### src/rtl/washing_pkg.sv
// Shared encodings and phase constants for the washing machine sequencer.
// Holds state codes, phase lengths in minutes and clock-frequency codes.
package washing_pkg;

  localparam logic [2:0] PH_IDLE  = 3'd0;
  localparam logic [2:0] PH_FILL  = 3'd1;
  localparam logic [2:0] PH_WASH  = 3'd2;
  localparam logic [2:0] PH_RINSE = 3'd3;
  localparam logic [2:0] PH_SPIN  = 3'd4;

  typedef enum logic [2:0] {
    ST_IDLE  = PH_IDLE,
    ST_FILL  = PH_FILL,
    ST_WASH  = PH_WASH,
    ST_RINSE = PH_RINSE,
    ST_SPIN  = PH_SPIN
  } state_e;

  localparam int unsigned FILL_MIN  = 2;
  localparam int unsigned WASH_MIN  = 5;
  localparam int unsigned RINSE_MIN = 2;
  localparam int unsigned SPIN_MIN  = 1;

  localparam logic [1:0] FREQ_1M = 2'b00;
  localparam logic [1:0] FREQ_2M = 2'b01;
  localparam logic [1:0] FREQ_4M = 2'b10;
  localparam logic [1:0] FREQ_8M = 2'b11;

endpackage

### src/rtl/washing_controller_timer.sv
// Phase timer: up-counter, done while count == terminal-1.
// Ports: clk, rst_n, clear, enable, terminal[CNT_W], done.
module phase_timer #(
  parameter int CNT_W = 32
) (
  input  logic             clk,
  input  logic             rst_n,
  input  logic             clear,
  input  logic             enable,
  input  logic [CNT_W-1:0] terminal,
  output logic             done
);

  logic [CNT_W-1:0] count;

  always_ff @(posedge clk or negedge rst_n) begin
    if (!rst_n) begin
      count <= '0;
    end else if (clear) begin
      count <= '0;
    end else if (enable) begin
      count <= count + CNT_W'(1);
    end
  end

  assign done = (count == terminal - CNT_W'(1));

endmodule

### src/rtl/washing_controller.sv
// Washing machine sequencer: coin -> FILL, WASH, RINSE, [WASH, RINSE], SPIN.
// In: clk, rst_n, coin_in, double_wash, timer_pause, clk_freq[2]. Out: status, wash_done, phase[3].
module washing_controller
  import washing_pkg::*;
#(
  parameter int unsigned CYC_PER_MIN_F0 = 60_000_000,
  parameter int unsigned CYC_PER_MIN_F1 = 120_000_000,
  parameter int unsigned CYC_PER_MIN_F2 = 240_000_000,
  parameter int unsigned CYC_PER_MIN_F3 = 480_000_000,
  parameter int          CNT_W          = 32
) (
  input  logic       clk,
  input  logic       rst_n,
  input  logic       coin_in,
  input  logic       double_wash,
  input  logic       timer_pause,
  input  logic [1:0] clk_freq,
  output logic       filling,
  output logic       washing,
  output logic       rinsing,
  output logic       spinning,
  output logic       wash_done,
  output logic [2:0] phase
);

  state_e           state_q, state_n;
  logic [1:0]       freq_q, freq_n;
  logic             dbl_q, dbl_n;
  logic             round_q, round_n;
  logic             done_n;
  logic             fill_n, wash_n, rinse_n, spin_n;
  logic             tmr_clr, tmr_en, tmr_done;
  logic [CNT_W-1:0] cyc_min, terminal;

  always_comb begin
    cyc_min = CNT_W'(CYC_PER_MIN_F0);
    unique case (freq_q)
      FREQ_1M: cyc_min = CNT_W'(CYC_PER_MIN_F0);
      FREQ_2M: cyc_min = CNT_W'(CYC_PER_MIN_F1);
      FREQ_4M: cyc_min = CNT_W'(CYC_PER_MIN_F2);
      FREQ_8M: cyc_min = CNT_W'(CYC_PER_MIN_F3);
    endcase
    terminal = CNT_W'(1);
    case (state_q)
      ST_FILL:  terminal = cyc_min * CNT_W'(FILL_MIN);
      ST_WASH:  terminal = cyc_min * CNT_W'(WASH_MIN);
      ST_RINSE: terminal = cyc_min * CNT_W'(RINSE_MIN);
      ST_SPIN:  terminal = cyc_min * CNT_W'(SPIN_MIN);
      default:  terminal = CNT_W'(1);
    endcase
  end

  phase_timer #(.CNT_W(CNT_W)) u_timer (
    .clk      (clk),
    .rst_n    (rst_n),
    .clear    (tmr_clr),
    .enable   (tmr_en),
    .terminal (terminal),
    .done     (tmr_done)
  );

  always_comb begin
    state_n = state_q;
    freq_n  = freq_q;
    dbl_n   = dbl_q;
    round_n = round_q;
    done_n  = wash_done;
    tmr_clr = 1'b0;
    tmr_en  = 1'b1;
    case (state_q)
      ST_IDLE: begin
        tmr_clr = 1'b1;
        if (coin_in) begin
          state_n = ST_FILL;
          freq_n  = clk_freq;
          dbl_n   = double_wash;
          round_n = 1'b0;
          done_n  = 1'b0;
        end
      end
      ST_FILL: begin
        if (tmr_done) begin
          state_n = ST_WASH;
          tmr_clr = 1'b1;
        end
      end
      ST_WASH: begin
        if (tmr_done) begin
          state_n = ST_RINSE;
          tmr_clr = 1'b1;
        end
      end
      ST_RINSE: begin
        if (tmr_done) begin
          tmr_clr = 1'b1;
          if (dbl_q && !round_q) begin
            state_n = ST_WASH;
            round_n = 1'b1;
          end else begin
            state_n = ST_SPIN;
          end
        end
      end
      ST_SPIN: begin
        // Pause freezes the count and blocks completion.
        tmr_en = !timer_pause;
        if (tmr_done && !timer_pause) begin
          state_n = ST_IDLE;
          done_n  = 1'b1;
          tmr_clr = 1'b1;
        end
      end
      default: begin
        state_n = ST_IDLE;
        tmr_clr = 1'b1;
      end
    endcase
    fill_n  = (state_n == ST_FILL);
    wash_n  = (state_n == ST_WASH);
    rinse_n = (state_n == ST_RINSE);
    spin_n  = (state_n == ST_SPIN) && !timer_pause;
  end

  always_ff @(posedge clk or negedge rst_n) begin
    if (!rst_n) begin
      state_q   <= ST_IDLE;
      freq_q    <= '0;
      dbl_q     <= 1'b0;
      round_q   <= 1'b0;
      wash_done <= 1'b0;
      filling   <= 1'b0;
      washing   <= 1'b0;
      rinsing   <= 1'b0;
      spinning  <= 1'b0;
    end else begin
      state_q   <= state_n;
      freq_q    <= freq_n;
      dbl_q     <= dbl_n;
      round_q   <= round_n;
      wash_done <= done_n;
      filling   <= fill_n;
      washing   <= wash_n;
      rinsing   <= rinse_n;
      spinning  <= spin_n;
    end
  end

  assign phase = state_q;

endmodule

### config.mk
export PLATFORM = sky130hd
export DESIGN_NAME = washing_controller
export DESIGN_NICKNAME = d
export VERILOG_FILES = /design/src/rtl/washing_pkg.sv /design/src/rtl/washing_controller_timer.sv /design/src/rtl/washing_controller.sv
export SDC_FILE = /design/constraint.sdc
export NUM_CORES = 1
export LEC_CHECK = 0
export BUFFER_PORTS_ARGS = -buffer_cell sky130_fd_sc_hd__buf_2
export CAP_MARGIN = 20
export CORE_MARGIN = 4
export CORE_UTILIZATION = 50
export CTS_BUF_LIST = sky130_fd_sc_hd__clkbuf_4 sky130_fd_sc_hd__clkbuf_8
export CTS_CLUSTER_SIZE = 12
export DETAILED_ROUTE_END_ITERATION = 16
export PLACE_DENSITY = 0.68
export SLEW_MARGIN = 15
export SYNTH_ARGS = -nofsm -noshare
export SYNTH_HDL_FRONTEND = slang
export SYNTH_SLANG_ARGS = --single-unit
### constraint.sdc
create_clock -name clk -period 3.37 [get_ports clk]
set_input_delay 0.1685 -clock clk [delete_from_list [all_inputs] [get_ports clk]]
set_output_delay 0.1685 -clock clk [all_outputs]
set_load 0.1 [all_outputs]
==> results of run 1 <==
-- sequential cells by signal, summed over array words and instances (netlist names) --
signal / cells
round_q: 1
spinning: 1
rinsing: 1
wash_done: 1
phase: 3
filling: 1
washing: 1
freq_q: 2
dbl_q: 1
u_timer.count: 32
-- critical path: cells and delay by family, from the launching register on --
kind | cells | cell delay, ps
AOI/OAI and AO/OA | 5 | 1300
adders and majority gates | 1 | 340
buffers and inverters | 4 | 610
and+or+nand+nor | 3 | 430
DFF | 1 | 460
-- cell usage in the layout (no fill, tap or decap), types with 8 or more instances in the layout --
cell type                 synthesis  final
sky130_fd_sc_hd__nand3_1         16     16
sky130_fd_sc_hd__nor3_1           8      8
sky130_fd_sc_hd__inv_1           12     11
sky130_fd_sc_hd__xnor2_1         22     22
sky130_fd_sc_hd__o21ai_0         14     11
sky130_fd_sc_hd__buf_2            4     14
sky130_fd_sc_hd__nand2_1         25     24
sky130_fd_sc_hd__and3_1          11     11
sky130_fd_sc_hd__a21oi_1         36     36
sky130_fd_sc_hd__nor2_1          22     22
sky130_fd_sc_hd__buf_4            6     28
sky130_fd_sc_hd__dfrtp_1         44     39
sky130_fd_sc_hd__xor2_1          24     24
-- logic make-up (layout without fill, tap and decap cells) --
group / count (synthesis) / in the layout / synth area share
AO/OA/AOI/OAI: 101 / 101 / 0.208
XOR/XNOR: 46 / 46 / 0.118
adder cells (fa/ha/maj): 12 / 12 / 0.0441
buffers and inverters: 37 / 67 / 0.0600
flip-flops: 44 / 44 / 0.324
multiplexers: 8 / 8 / 0.0250
AND/OR/NAND/NOR: 132 / 132 / 0.220
-- cell type report --
type                    count  area share
clock buffers               5      0.0175
multi-input cells         299       0.555
clock inverters             3      0.0118
inverters                  12      0.0115
repair buffers             47      0.0962
flip-flops and latches     44       0.283
well taps                  77      0.0245
-- worst max path at each step --
stage	end	slack, ps	cells after the start
after floorplan	phase[2]	20	10
after global placement	spinning	20	12
after detailed placement	spinning	-30	12
after CTS	u_timer.count[6]	30	14
after global routing	spinning	-40	12
final	u_timer.count[8]	100	13
-- power breakdown --
group / internal [mW] / total, mW / switching [mW]
Combinational: 0.0531 / 0.116 / 0.0627
Sequential: 0.566 / 0.619 / 0.0529
Clock: 0.224 / 0.440 / 0.216
-- layer usage --
| metal | GRT usage | share of wire | vias to the layer above |
|---|---|---|---|
| li1 | - | - | 1449 |
| met1 | 0.303 | 0.47 | 1481 |
| met2 | 0.347 | 0.46 | 102 |
| met3 | 0.0300 | 0.051 | 11 |
| met4 | 0.0485 | 0.015 | 0 |
| met5 | 0 | 0 | - |
-- what timing repair did --
action	4_1_cts	5_1_grt
pin swaps	2	3
endpoints found under the hold margin	0	10
endpoints found under the setup margin	28	37
setup buffers	4	5
hold buffers	0	1
gates cloned	1	0
resized for setup	8	22
==> out/qor.txt, run 1 <==
count leader, synth - sky130_fd_sc_hd__dfrtp_1
sequential element share of the synthesized area - 0.324
slowest cell on the critical path - sky130_fd_sc_hd__a2111o_1
final cycle utilization of the critical path - 0.970
Worst-Margin Slew - 626 ps
worst min-delay path category - in2reg
Yosys warnings - 0
area enclosed by the die boundary - 8180 sq um
critical path endpoint category - register
Leakage Power - 1.61 nW
Post-Route Skew - 9.06 ps
final antenna diode count - 0
post-route setup TNS - 0 ps
power per unit of standard cell area - 299 nW/um^2
run status - completed
fmax - 306 MHz
Finish-stage setup viols - 0
CTS Buf Count - 5
Max clock buf depth - 2
Worst Setup Path Type - reg2reg
area taken by flip-flops and latches - 1110 sq um
final period demand of the worst path - 3270 ps
Hold Slack - 89.1 ps
Final Core Density - 0.608
worst hold path endpoint - freq_q[0]
Synth Area per Inst - 8.95 sq um
#FFs+latches synth - 44
area share of the leading cell type in the synthesized netlist - 0.324
width of the die - 90.5 microns
final setup slack of the worst path - 103 ps
via total after detailed routing - 3043
capturing point of the worst reg2reg path - u_timer.count[8]
worst r2r src - freq_q[1]
synthesized net count - 399
die height - 90.5 microns
Overflow after GRT - 0
core region area - 6460 sq um
number of vias per cell after detailed routing - 6.25
Detail Route Antenna Nets - 0
largest stage delay on the critical path - 480 ps
critical path startpoint - freq_q[1]
number of clock sinks - 44
most used standard cells in the synthesized netlist - sky130_fd_sc_hd__dfrtp_1, sky130_fd_sc_hd__a21oi_1, sky130_fd_sc_hd__nand2_1
worst rel slew slack - 0.578
final non-filler cell area - 3930 sq um
placed instance count - 467
routability cong. - 0.935
clock tree from TritonCTS - done
Clock Tree Root - sky130_fd_sc_hd__clkbuf_8
detailed router's first-iteration violation count - 257
gate count after technology mapping - 380
final count of hold timing violations - 0
area of combinational cells with multiple inputs - 2180 sq um
startpoint kind of the worst setup timing path - register
summed instance area of the synthesized netlist - 3400 sq um
area grow syn2layout - 15.5%
Design Power - 1.17 mW
post-detailed-placement half-perimeter wirelength - 6220 microns
placed cell areas - 3590 sq um
clock-pin slew on the worst setup and hold paths - 100 ps
clk_lat worst skew - 310 ps
cell type with the highest aggregate area in the netlist - sky130_fd_sc_hd__dfrtp_1
Worst R2R Path Depth - 13
RSZ-0062 raised after global routing - yes
top flip-flop cell by instance count after synthesis - sky130_fd_sc_hd__dfrtp_1
count of TritonRoute iterations in the first routing pass - 5
Residual DRC - 0
Max H-tree Level - 2
total global-route track usage - 0.214
vias in the first global route - 2937
worst-path fanout max - 13
number of standard cells in the final layout excluding fillers - 487
CP cell instances - inv_1 -> ha_2 -> buf_4 -> and2_0 -> o21ai_1 -> nand3_1 -> a211oi_1 -> nand3_1 -> a2111o_1 -> o31ai_4 -> buf_4 -> buf_16 -> a21oi_1
largest net degree at the start of global routing - 45
NumNets Final - 428
post-place setup slack - -31.0 ps
launch instance of the worst min-delay path - clk_freq[0]
number of stages on the worst hold path - 2
initial cell density of the core - 0.527
layout cells sized above 1 - 0.232
number of I/O port buffers - 14
required time reported for the critical path endpoint - 3570 ps
VDD IR-drop max - 0.154 mV
# fillers - 571
number of primary I/O pins - 15
number of synthesized flops with an enable pin - 0
Pins Over Slew Limit - 0
arrival time of the worst setup path - 3460 ps
wire length reported by the detailed router - 8850 microns
Routed wire per std cell - 18.2 microns
fraction of registers with async set/reset - 1.00
antenna violations before repair - 0
global-route wire length before repair - 14500 microns
count of max-cap constraint violations - 0
cell types occupying the most area after synthesis - sky130_fd_sc_hd__dfrtp_1, sky130_fd_sc_hd__xor2_1, sky130_fd_sc_hd__xnor2_1
distinct cell type count after synthesis - 69
worst setup slack for register-to-register paths - 100 ps
Row Count - 29
(Power assumes the default switching activity.)
==> run 2, diff against run 1 <==
Settings changed: BUFFER_PORTS_ARGS -buffer_cell sky130_fd_sc_hd__buf_2 to default, DONT_BUFFER_PORTS from default to 1, PLACE_DENSITY 0.68 to 0.67.
==> run 2 against run 1 <==
Register-to-register slack got worse by 80 ps. Die area unchanged. Via count is 1.5% lower. Core utilization rose by 1.7 points. Global-route usage shrank 0.070 points. Power shrank 3.7%. Sequential cell count unchanged. Cell count is 1.0% lower. Critical path depth unchanged. Sequential power grew 1%. Clock power fell by 9.8%. Cell area rose by 2.8%.
==> out/qor.txt, run 2 (synthesis gave the netlist of run 1 again) <==
run status - completed
Post-Route Skew - 7.82 ps
commonest non-fill, non-tap cell in the layout - sky130_fd_sc_hd__dfrtp_1
required time reported for the critical path endpoint - 3550 ps
via total after detailed routing - 2998
count of TritonRoute iterations in the first routing pass - 4
clk_lat worst skew - 300 ps
placed cell areas - 3580 sq um
Residual DRC - 0
antenna violations before repair - 0
global-route wire length before repair - 14200 microns
worst setup slack for register-to-register paths - 20 ps
number of standard cells in the final layout excluding fillers - 482
wire length reported by the detailed router - 9060 microns
launch instance of the worst min-delay path - double_wash
placed instance count - 460
worst-path fanout max - 7
Leakage Power - 1.64 nW
final period demand of the worst path - 3350 ps
post-route setup TNS - 0 ps
worst r2r src - freq_q[0]
die height - 90.5 microns
worst rel slew slack - 0.405
capturing point of the worst reg2reg path - u_timer.count[31]
final cycle utilization of the critical path - 0.995
final count of hold timing violations - 0
fmax - 298 MHz
Hold Slack - 12.2 ps
worst hold path endpoint - dbl_q
vias in the first global route - 2798
wire length on met2 - 4150 microns
final non-filler cell area - 4040 sq um
Worst-Margin Slew - 892 ps
Top Layer Used - met4
Overflow after GRT - 0
Worst Setup Path Type - reg2reg
number of flip-flops in the largest register - 32
power per unit of standard cell area - 280 nW/um^2
Pins Over Slew Limit - 0
NumNets Final - 424
core region area - 6460 sq um
worst min-delay path category - in2reg
WL met3 - 516 microns
Finish-stage setup viols - 0
routability cong. - 0.952
clock-pin slew on the worst setup and hold paths - 80 ps
count of max-cap constraint violations - 0
number of I/O port buffers - 0
final setup slack of the worst path - 17.8 ps
number of primary I/O pins - 15
# fillers - 548
width of the die - 90.5 microns
Reg with most FFs - u_timer.count
Worst R2R Path Depth - 13
Design Power - 1.13 mW
critical path endpoint category - register
Detail Route Antenna Nets - 0
area enclosed by the die boundary - 8180 sq um
clock tree from TritonCTS - done
routed length on met1 - 4170 microns
arrival time of the worst setup path - 3530 ps
number of stages on the worst hold path - 1
Row Count - 29
Max clock buf depth - 2
final antenna diode count - 0
Final Core Density - 0.626
post-place setup slack - -44.0 ps
CTS Buf Count - 5
Clock Tree Root - sky130_fd_sc_hd__clkbuf_8
layout cells sized above 1 - 0.232
number of clock sinks - 44
startpoint kind of the worst setup timing path - register
detailed router's first-iteration violation count - 258
initial cell density of the core - 0.527
post-detailed-placement half-perimeter wirelength - 6230 microns
area grow syn2layout - 18.8%
Max H-tree Level - 2
Routed wire per std cell - 18.8 microns
top library cells by usage in the layout, fill and taps aside - sky130_fd_sc_hd__dfrtp_1, sky130_fd_sc_hd__a21oi_1, sky130_fd_sc_hd__buf_4
number of vias per cell after detailed routing - 6.22
total global-route track usage - 0.214
VDD IR-drop max - 0.203 mV
largest net degree at the start of global routing - 45
-- run 2: cell types whose count changed in the layout (fill, tap and decap cells not counted), moves of 3 or more --
cell | previous run | this run
sky130_fd_sc_hd__buf_2 | 14 | 0
sky130_fd_sc_hd__buf_4 | 28 | 33
sky130_fd_sc_hd__ha_4 | 0 | 4
sky130_fd_sc_hd__buf_6 | 0 | 3
sky130_fd_sc_hd__ha_2 | 5 | 2
sky130_fd_sc_hd__xnor2_1 | 22 | 19
sky130_fd_sc_hd__xnor2_2 | 0 | 3
-- run 2: critical path, stage by stage, from the launching register on --
cell and delay [ps]:
sky130_fd_sc_hd__dfrtp_2 470, sky130_fd_sc_hd__buf_6 140, sky130_fd_sc_hd__ha_4 160, sky130_fd_sc_hd__buf_4 150, sky130_fd_sc_hd__nor2b_1 130, sky130_fd_sc_hd__o22ai_2 150, sky130_fd_sc_hd__xnor2_2 150, sky130_fd_sc_hd__mux2_4 320
sky130_fd_sc_hd__a2111o_1 420, sky130_fd_sc_hd__a2111o_1 380, sky130_fd_sc_hd__o31ai_4 370, sky130_fd_sc_hd__buf_6 180, sky130_fd_sc_hd__clkbuf_16 150, sky130_fd_sc_hd__a21oi_1 60
-- run 2: worst max path at each step --
stage                    from                end  slack, ps  cells past startpoint
CTS                 freq_q[0]  u_timer.count[20]          1                     13
floorplan            phase[2]           phase[2]         20                     10
global placement    freq_q[1]  u_timer.count[24]         40                     11
finish              freq_q[0]  u_timer.count[31]         20                     13
global route        freq_q[1]  u_timer.count[22]        -50                     12
detailed placement  freq_q[0]  u_timer.count[11]        -40                     11
-- run 2: per-layer routing --
layer / up-vias / global-route usage
met5: - / 0
met4: 0 / 0.0816
li1: 1435 / -
met2: 85 / 0.331
met1: 1459 / 0.295
met3: 19 / 0.0375
-- run 2: cell type report --
class,instances,area (sq um),share of cell area
Clock inverter,1,30.0,0.00743
Clock buffer,6,76.3,0.0189
Timing Repair Buffer,43,419,0.104
Tap cell,77,96.3,0.0238
Multi-Input combinational cell,299,2260,0.560
Sequential cell,44,1110,0.275
Inverter,12,47.5,0.0118
-- run 2: timing repair --
item	CTS	global route
hold buffers	3	0
setup endpoints to repair	28	37
gates resized for setup	2	39
cloned	0	3
endpoints found under the hold margin	45	0
pin swaps	1	11
buffers inserted	1	8
-- run 2: power breakdown --
part	switching (mW)	internal (mW)	leakage [nW]	total (mW)
Combinational	0.0554	0.0523	1.01	0.108
Sequential	0.0606	0.566	0.579	0.626
Clock	0.172	0.225	0.0547	0.397
==> run 3, diff against run 2 <==
Settings changed: PLACE_DENSITY 0.67 to 0.64.
Clock period 3.37 ns to 4.07 ns, I/O delays scaled along.
==> run 3 against run 2 <==
Die area stayed put. Worst hold slack better by 33 ps. Critical path depth is 4 lower. Fmax is 8.9% lower. Largest cell class unchanged. Clock-buffer cell count stayed put. Wire length is 5.0% lower.
==> out/qor.txt, run 3 (synthesis gave the netlist of run 1 again) <==
run status - completed
number of standard cells in the final layout excluding fillers - 453
worst min-delay path category - in2reg
clock-pin slew on the worst setup and hold paths - 100 ps
die height - 90.5 microns
final cycle utilization of the critical path - 0.905
count of TritonRoute iterations in the first routing pass - 5
slowest cell on the critical path - sky130_fd_sc_hd__dfrtp_1
antenna violations before repair - 0
final non-filler cell area - 3590 sq um
required time reported for the critical path endpoint - 4250 ps
vias in the first global route - 2795
Max H-tree Level - 2
count of max-cap constraint violations - 0
Max clock buf depth - 2
Row Count - 29
post-route setup TNS - 0 ps
Final Core Density - 0.556
clk_lat worst skew - 310 ps
placed cell areas - 3420 sq um
Routed wire per std cell - 19.0 microns
clock tree from TritonCTS - done
final count of hold timing violations - 0
via total after detailed routing - 2854
number of primary I/O pins - 15
area grow syn2layout - 5.59%
largest stage delay on the critical path - 850 ps
routability cong. - 0.913
wire length reported by the detailed router - 8610 microns
number of vias per cell after detailed routing - 6.30
RSZ-0062 raised after global routing - no
Detail Route Antenna Nets - 0
CP cell instances - nor3b_4 -> a21oi_2 -> o22ai_1 -> a22oi_1 -> or4_1 -> a2111o_1 -> o31ai_4 -> buf_4 -> a21oi_1
total global-route track usage - 0.215
Clock Tree Root - sky130_fd_sc_hd__clkbuf_8
worst rel slew slack - 0.401
number of flip-flops in the largest register - 32
VDD IR-drop max - 0.174 mV
largest net degree at the start of global routing - 45
final period demand of the worst path - 3680 ps
CTS Buf Count - 5
number of I/O port buffers - 0
Reg with most FFs - u_timer.count
startpoint kind of the worst setup timing path - register
Worst-Margin Slew - 899 ps
final setup slack of the worst path - 389 ps
fmax - 272 MHz
NumNets Final - 394
arrival time of the worst setup path - 3860 ps
Pins Over Slew Limit - 0
global-route wire length before repair - 14400 microns
power per unit of standard cell area - 272 nW/um^2
critical path endpoint category - register
Leakage Power - 1.44 nW
area enclosed by the die boundary - 8180 sq um
Hold Slack - 45.0 ps
initial cell density of the core - 0.527
core region area - 6460 sq um
Finish-stage setup viols - 0
detailed router's first-iteration violation count - 207
Design Power - 0.978 mW
top library cells by usage in the layout, fill and taps aside - sky130_fd_sc_hd__dfrtp_1, sky130_fd_sc_hd__a21oi_1, sky130_fd_sc_hd__nand2_1
width of the die - 90.5 microns
Post-Route Skew - 11.2 ps
post-place setup slack - 449 ps
commonest non-fill, non-tap cell in the layout - sky130_fd_sc_hd__dfrtp_1
Residual DRC - 0
final antenna diode count - 0
number of clock sinks - 44
layout cells sized above 1 - 0.104
Overflow after GRT - 0
post-detailed-placement half-perimeter wirelength - 6130 microns
placed instance count - 442
Worst Setup Path Type - reg2reg
worst-path fanout max - 27
-- run 3: changes by cell type in the layout (fill, tap and decap cells not counted), sizes merged --
cell,change
buf,-28
clkbuf,-2
clkinv,+1
-- run 3: final timing paths --
kind                       slack [ps]   startpoint  depth (start not counted)           endpoint
setup / recovery                  390     phase[1]                          9  u_timer.count[22]
min in group asynchronous         450        rst_n                          2           phase[2]
hold reg to reg                   500      round_q                          2            round_q
hold / removal                     40  clk_freq[0]                          1          freq_q[0]
max in group asynchronous        3400        rst_n                          2  u_timer.count[22]
setup reg to reg                  390     phase[1]                          9  u_timer.count[22]
-- run 3: per-layer routing --
metal / global-route usage / share of wire / wire (microns) / up-vias
li1: - / - / - / 1376
met1: 0.306 / 0.49 / 4230 / 1389
met2: 0.344 / 0.46 / 3940 / 79
met3: 0.0308 / 0.041 / 356 / 10
met4: 0.0510 / 0.010 / 87 / 0
met5: 0 / 0 / 0 / -
-- run 3: repair_timing --
| item | 4_1_cts | 5_1_grt |
|---|---|---|
| setup endpoints to repair | 0 | 1 |
| endpoints found under the hold margin | 45 | 0 |
| setup buffers | 0 | 0 |
| hold buffers | 3 | 0 |
| resized for setup | 0 | 1 |
-- run 3: area by class of cell --
| class | count | area [sq um] |
|---|---|---|
| Sequential cell | 44 | 1100 |
| Inverter | 12 | 45.0 |
| Timing Repair Buffer | 13 | 123 |
| Fill cell | 603 | 2870 |
| Clock buffer | 6 | 82.6 |
| Tap cell | 77 | 96.3 |
| Clock inverter | 2 | 38.8 |
| Multi-Input combinational cell | 299 | 2100 |
-- run 3: critical path: cells and delay by family, from the launching register on --
kind | cells | cell delay (ps)
AO/OA/AOI/OAI | 6 | 1200
flip-flops | 1 | 850
buffers and inverters | 1 | 330
AND/OR/NAND/NOR | 2 | 1160
-- run 3: where the power goes --
| part | internal (mW) | total [mW] | switching [mW] |
|---|---|---|---|
| Sequential | 0.468 | 0.519 | 0.0508 |
| Clock | 0.201 | 0.370 | 0.169 |
| Combinational | 0.0431 | 0.0890 | 0.0459 |
| Total | 0.712 | 0.978 | 0.266 |
